--- config.mk ---
export PLATFORM = sky130hd
export DESIGN_NAME = adder_sum_pipe
export DESIGN_NICKNAME = d
export VERILOG_FILES = /design/src/rtl/adder_sum_pipe.sv
export SDC_FILE = /design/constraint.sdc
export NUM_CORES = 1
export LEC_CHECK = 0
export ABC_AREA = 1
export CAP_MARGIN = 10
export CORE_MARGIN = 3
export CORE_UTILIZATION = 54
export DETAILED_ROUTE_END_ITERATION = 16
export HOLD_SLACK_MARGIN = 0.12
export PLACE_DENSITY = 0.81
export SLEW_MARGIN = 20
export SYNTH_ARGS = -nofsm -noshare
export SYNTH_HDL_FRONTEND = slang
export SYNTH_HIERARCHICAL = 1
export SYNTH_SLANG_ARGS = --single-unit
--- constraint.sdc ---
create_clock -name clk -period 4.15 [get_ports clk]
set_input_delay 0.415 -clock clk [delete_from_list [all_inputs] [get_ports clk]]
set_output_delay 0.415 -clock clk [all_outputs]
set_load 0.01 [all_outputs]
--- src/rtl/adder_sum_pipe.sv ---
// Two-stage pipelined add/sub/slt/sltu unit with a Kogge-Stone carry network.
// Optional flag outputs are built only when ADDER_FLAGS_EN is defined.

// Parallel-prefix carry network; carry_network[i] is the carry out of bit i.
// Purely combinational, zero latency, no flow control.
module kogge_stone #(
  parameter int nbits = 32
) (
  input  logic [nbits-1:0] op1,
  input  logic [nbits-1:0] op2,
  input  logic             cin,
  output logic [nbits-1:0] carry_network,
  output logic [nbits-1:0] prop_op
);
  localparam int levels = $clog2(nbits);

  logic [levels:0][nbits-1:0] g;
  logic [levels:0][nbits-1:0] p;

  always_comb begin
    g = '0;
    p = '0;
    p[0] = op1 ^ op2;
    g[0] = op1 & op2;
    // Fold the carry-in into bit 0 so every prefix group ending at 0 sees it.
    g[0][0] = (op1[0] & op2[0]) | ((op1[0] ^ op2[0]) & cin);
    for (int k = 0; k < levels; k++) begin
      for (int i = 0; i < nbits; i++) begin
        if (i >= (1 << k)) begin
          g[k+1][i] = g[k][i] | (p[k][i] & g[k][i-(1<<k)]);
          p[k+1][i] = p[k][i] & p[k][i-(1<<k)];
        end else begin
          g[k+1][i] = g[k][i];
          p[k+1][i] = p[k][i];
        end
      end
    end
  end

  assign carry_network = g[levels];
  assign prop_op       = op1 ^ op2;
endmodule

// Integer add/sub/compare pipeline (ADDER_FLAGS_EN enables flags_o).
// Latency: 2 cycles input transfer to valid_o; 1 op/cycle throughput.
// Backpressure: ready_o = ~v1 | ~v2 | ready_i; output held stable while stalled.
module adder_sum_pipe #(
  parameter int nbits = 32
) (
  input  logic             clk,
  input  logic             rst,
  input  logic             valid_i,
  output logic             ready_o,
  input  logic [nbits-1:0] op1_i,
  input  logic [nbits-1:0] op2_i,
  input  logic [1:0]       op_sel_i,
  output logic             valid_o,
  input  logic             ready_i,
  output logic [nbits-1:0] result_o,
  output logic [3:0]       flags_o
);
  localparam logic [1:0] OP_ADD  = 2'b00;
  localparam logic [1:0] OP_SLT  = 2'b10;
  localparam logic [1:0] OP_SLTU = 2'b11;

  logic [nbits-1:0] a1;
  logic [nbits-1:0] b1;
  logic             cin1;
  logic [1:0]       sel1;
  logic             v1;
  logic             v2;

  logic             adv1;
  logic             in_xfer;
  logic [nbits-1:0] carry;
  logic [nbits-1:0] prop;
  logic [nbits-1:0] sum;
  logic             cout;
  logic             ovf;
  logic [nbits-1:0] res_next;

  assign adv1    = ~v2 | ready_i;
  assign ready_o = ~v1 | adv1;
  assign in_xfer = valid_i & ready_o;
  assign valid_o = v2;

  always_ff @(posedge clk or posedge rst) begin
    if (rst) begin
      a1   <= '0;
      b1   <= '0;
      cin1 <= 1'b0;
      sel1 <= '0;
      v1   <= 1'b0;
    end else if (in_xfer) begin
      a1   <= op1_i;
      b1   <= (op_sel_i == OP_ADD) ? op2_i : ~op2_i;
      cin1 <= (op_sel_i != OP_ADD);
      sel1 <= op_sel_i;
      v1   <= 1'b1;
    end else if (adv1) begin
      v1   <= 1'b0;
    end
  end

  kogge_stone #(.nbits(nbits)) u_ks (
    .op1           (a1),
    .op2           (b1),
    .cin           (cin1),
    .carry_network (carry),
    .prop_op       (prop)
  );

  assign sum  = prop ^ {carry[nbits-2:0], cin1};
  assign cout = carry[nbits-1];
  assign ovf  = carry[nbits-1] ^ carry[nbits-2];

  always_comb begin
    res_next = sum;
    if (sel1 == OP_SLT) begin
      res_next    = '0;
      res_next[0] = sum[nbits-1] ^ ovf;
    end else if (sel1 == OP_SLTU) begin
      res_next    = '0;
      res_next[0] = ~cout;
    end
  end

  always_ff @(posedge clk or posedge rst) begin
    if (rst) begin
      v2       <= 1'b0;
      result_o <= '0;
    end else if (adv1) begin
      v2       <= v1;
      result_o <= res_next;
    end
  end

`ifdef ADDER_FLAGS_EN
  // Flags describe the raw sum even for compares.
  always_ff @(posedge clk or posedge rst) begin
    if (rst) begin
      flags_o <= '0;
    end else if (adv1) begin
      flags_o <= {(sum == '0), sum[nbits-1], ovf, cout};
    end
  end
`else
  assign flags_o = 4'b0000;
`endif
endmodule

# == Yosys cells after proc, flatten, opt, wreduce, memory -nomap -nowiden ==
# Index checks and enable logic that the tools add are counted.
# op_classes
n_eq_ne,2
n_mux,5
n_bitwise,372
n_reduce_logical,3
# op_table
cell,n
1-bit bitwise AND,230
1-bit bitwise OR,132
32-bit two-way mux,3
32-bit XOR,2
32-bit bitwise AND,1
32-bit NOT,1
2-bit equality test (second input constant),2
2-bit nonzero test,2
1-bit NOT,3
1-bit XOR,3
2-bit logical NOT,1
1-bit two-way mux,2
# totals
ff_bits,101
input_bits,70
output_inout_bits,38

# == Longest topological paths before layout ==
# logic_depth
ltp_word,16
depth_mapped,17

# == Cells and area by module ==
# Netlist, hierarchy kept.
# modules_own_cells
module,n_inst,cells_per_inst,area_each_um2
adder_sum_pipe,1,449,4380.5
kogge_stone,1,327,1767.9

# == Least setup slack after synthesis ==
# Ideal clock, no wire load.
# synth_timing
path_type,register -> register
start,reg a1[0]
end,reg result_o[0]
t_arrival_ns,1.664
required_ns,4.033
path_slack_ns,2.369
stages_incl_launch_ff,18
path_buffers,0
cell_sequence,dfrtp_1 > ha_1 > nand2_1 > nand2_2 > nand2_2 > nand2_4 > nand2_4 > nand2_4 > nand2_2 > nand2_2 > nand2_2 > nand2_2 > nand2_1 > nand2_1 > o21bai_1 > nand3_1 > nand3_1 > nand2_1
# synth_between
word_cells_on_any_way,29
cone_classes,mux (2); bitwise (27)
# synth_lines
element,line_no,rtl
from (decl),66,logic [nbits-1:0] a1;
from (signal assigned),95,a1 <= op1_i;
32-bit XOR,41,assign prop_op = op1 ^ op2;
net prop[0],76,logic [nbits-1:0] prop;
32-bit XOR,113,"assign sum = prop ^ {carry[nbits-2:0], cin1};"
32-bit two-way mux,122,end else if (sel1 == OP_SLTU) begin
32-bit two-way mux,119,if (sel1 == OP_SLT) begin
to (signal assigned),134,result_o <= res_next;
to (decl),59,"output logic [nbits-1:0] result_o,"
# The timed path passes the listed nets, and every way through them passes these cells.
# A chain may end at the register's enable or synchronous reset.

# == Worst setup path in the final report ==
# layout_timing
start,in ready_i
end,out ready_o
# layout_between
elab_chain_cells,2
# layout_lines
element,line_no,rtl
from (decl),58,"input logic ready_i,"
1-bit bitwise OR,82,assign adv1 = ~v2 | ready_i;
1-bit bitwise OR,83,assign ready_o = ~v1 | adv1;
to (decl),53,"output logic ready_o,"
# No other way between the ends.

==> metrics.md <==
| Metric | Value |
|---|---|
| Max Clock Skew | around 0.0095 ns |
| Fillers | 911 |
| Clk network pwr share | 0.228 |
| CP Data Required Time | around 3.7 ns |
| Post-DP HPWL | 11690 um |
| Nets | 971 |
| Pins over their slew limit | 0 |
| First-pass GRT wire length | 24890 um |
| # diodes | 0 |
| F_max | 0.3977 GHz |
| Clk buf depth | 2 |
| Post-route ant nets | 0 |
| Total Power | ~0.0040 W |
| Cell mode on critical path | clkdlybuf4s50_1 |
| Share of layout cells above drive strength 1 | 0.07904 |
| Hold WC Path Type | register to register |
| Initial drt markers | around 330 |
| Cell Chain, Critical Path | clkdlybuf4s50_1 -> nor2_4 -> buf_4 -> nand2_2 -> clkdlybuf4s50_1 |
| Sequential share of power | 0.347 |
| Cells after synthesis | 776 |
| Sw Share | 0.3654 |
| Psw | 0.001460 W |
| Async SR Flop Fraction | 1.000 |
| Status | finished clean |
| Largest net degree at the start of global routing | 63 |
| Largest family of logic cells by synthesized area | simple AND/OR/NAND/NOR gates |
| Initial Util | 0.5598 |
| Die X-Extent | 112.7 um |
| Peak supply drop | 0.0002842 V |
| Mux contribution to synthesized area | 0 |
| Final setup fails | 0 |
| Synth Area in Adders | 0.06512 |
| Post-CTS setup buffers | 0 |
| Relative slew slack | 0.2809 |
| Internal power | 0.002535 W |
| Final WL | 15190 um |
| Post-synthesis xor/xnor area fraction | 0.08974 |
| Worst setup margin | 1.635 ns |
| RSZ-0062 raised after global routing | false |
| Ys Warns | 6 |
| Cell taking the most area after synthesis | dfrtp_1 |
| Die height | between 100 and 150 um |
| Final Critical Period | 2.515 ns |
| DRC viols | 0 |
| Final period utilization | 0.6060 |
| Synthesized area per cell | between 7 and 8 um2 |
| Post-CTS Hold Buffers | 0 |
| Std cell rows | 38 |
| PwrDens | 529.4 nW/um2 |
| Routed length per instance | roughly 15 um |
| Post-CTS Resized | 0 |
| Ports | 108 |
| Detailed-route via count | 5466 |
| Total gr overflow | 0 |
| #FFs+latches synth | 101 |
| Synth area leaders | dfrtp_1 (41%), nand2_1 (15%), ha_1 (6.5%), xor2_1 (4.6%), xnor2_1 (4.4%) |
| Post-Syn Area | 6148 um2 |
| Core area | 10980 um2 |
| Die area | 12700 um2 |
| CP endpoint kind | primary output |
| Max_cap viols | 0 |
| Leakage power | 3.569 nW |
| Clock slew seen by the registers of the worst setup and hold paths | about 0.07 ns |
| Via density | 5.396 |
| Worst-margin pin slew | between 1 and 1.5 ns |
| DR pass1 iterations | 5 |
| Buffers on Ports | 103 |
| CP arrival | 2.10 ns |
| Critical path fanouts, max | 35 |
| TritonCTS Buffers | 9 |
| Post-synth cell types | 33 |
| Final setup TNS | 0 ns |
| GRT Util Overall | 0.2406 |
| Synth-to-layout area growth | 22.73% |
| Initial antenna violation count | 0 |
| Seq/Total Area, Yosys | 0.4111 |
| H-Tree Depth | 3 |
| Crit start category | primary input |
| Vias in the first global route | just over 5k |
| Clock Tree Root | clkbuf_16 |
| Pre-CTS setup slack | 1.429 ns |
| Final hold viol count | 0 |
| Worst path max stage delay | between 0.5 and 0.6 ns |
| CP max-delay cell | clkdlybuf4s50_1 |
| Combinational share of power | 0.425 |
| Skew-Pair Late Insertion Delay | ~0.34 ns |
| Top_reg_cell synth | dfrtp_1 |
| GP Congestion | 0.9832 |
| Synth Area in Compound Gates | 0.1129 |
| Sink Count | 101 |
| Post-synth top area share | 0.4111 |
| Most frequent cell after synthesis | nand2_1 |
| Number of synthesized flops with an enable pin | 0 |
| CTS tree | built |
| Most common library cells after synthesis | nand2_1 (240), dfrtp_1 (101), o21ai_0 (53) |
| Critical path class | primary input to primary output |
| Simple-gate share of the synthesized area | 0.2582 |
[cell type report]
cell class / instances / area, um2 / area share
Inverter: 48 / 181.4 / 0.02404
Clock buffer: 10 / 239.0 / 0.03167
Timing Repair Buffer: 110 / 1084 / 0.1436
Tap cell: 140 / 175.2 / 0.02321
Multi-Input combinational cell: 599 / 3257 / 0.4316
Sequential cell: 101 / 2527 / 0.3349
Clock inverter: 5 / 82.58 / 0.01094
[per-layer routing]
layer	share of wire	track usage	vias to the layer above
li1	-	-	2689
met1	0.47	0.3581	2579
met2	0.45	0.3764	181
met3	0.063	0.03209	17
met4	0.013	0.05769	0
met5	0	0	-
[worst paths after layout]
check	from	cells past startpoint	end	slack, ns
max	ready_i	5	ready_o	1.64
max in group asynchronous	rst	3	b1[22]	3.02
max reg2reg	a1[13]	12	result_o[0]	1.90
min in group asynchronous	rst	3	result_o[5]	0.50
min reg2reg	a1[11]	2	a1[11]	0.48
min	a1[11]	2	a1[11]	0.48
[cell families (layout without fill, tap and decap cells)]
family	Yosys count	in the layout
flops	101	101
simple gates	374	374
buf+inv	79	173
xor+xnor	63	63
fa+ha+maj	32	32
compound gates	126	126
other cells	1	4
[per-stage QoR]
step	cells	hold slack, ns	util	area, um2
2_1_floorplan	779	0.4483	-	6160
3_3_place_gp	998	0.4607	0.6578	7224
3_5_place_dp	998	0.4651	0.6578	7224
4_1_cts	1013	0.4829	0.6871	7546
5_1_grt	1013	0.5070	0.6871	7546
6_report	1013	0.4798	0.6871	7546
[flip-flops by register name (all words and copies together) (netlist names)]
signal	flops
result_o	32
v1	1
cin1	1
b1	32
valid_o	1
sel1	2
a1	32
[placed cells by master, fill, tap and decap left out, drive strengths merged, types with 7 or more instances in the layout]
| master | instances |
|---|---|
| dfrtp | 101 |
| nor2 | 55 |
| o21ai | 79 |
| nand2 | 259 |
| nand3 | 51 |
| a21oi | 31 |
| ha | 32 |
| inv | 48 |
| xnor2 | 31 |
| buf | 7 |
| clkbuf | 10 |
| clkdlybuf4s50 | 103 |
| xor2 | 32 |
[critical path, delay by kind of cell]
kind                   cells  cell delay (ns)
buffers and inverters      3             1.32
AND/OR/NAND/NOR            2             0.35
[power groups by stage]
| stage | sequential [W] | combinational, W | clock (W) |
|---|---|---|---|
| 2_1_floorplan | 0.00143 | 0.00101 | 0 |
| 5_1_grt | 0.00142 | 0.00188 | 0.000950 |
| 4_1_cts | 0.00139 | 0.00170 | 0.000920 |
| 3_5_place_dp | 0.00140 | 0.00168 | 0 |
| 3_3_place_gp | 0.00139 | 0.00166 | 0 |
| 6_report | 0.00139 | 0.00170 | 0.000911 |
(Power assumes the default switching activity.)
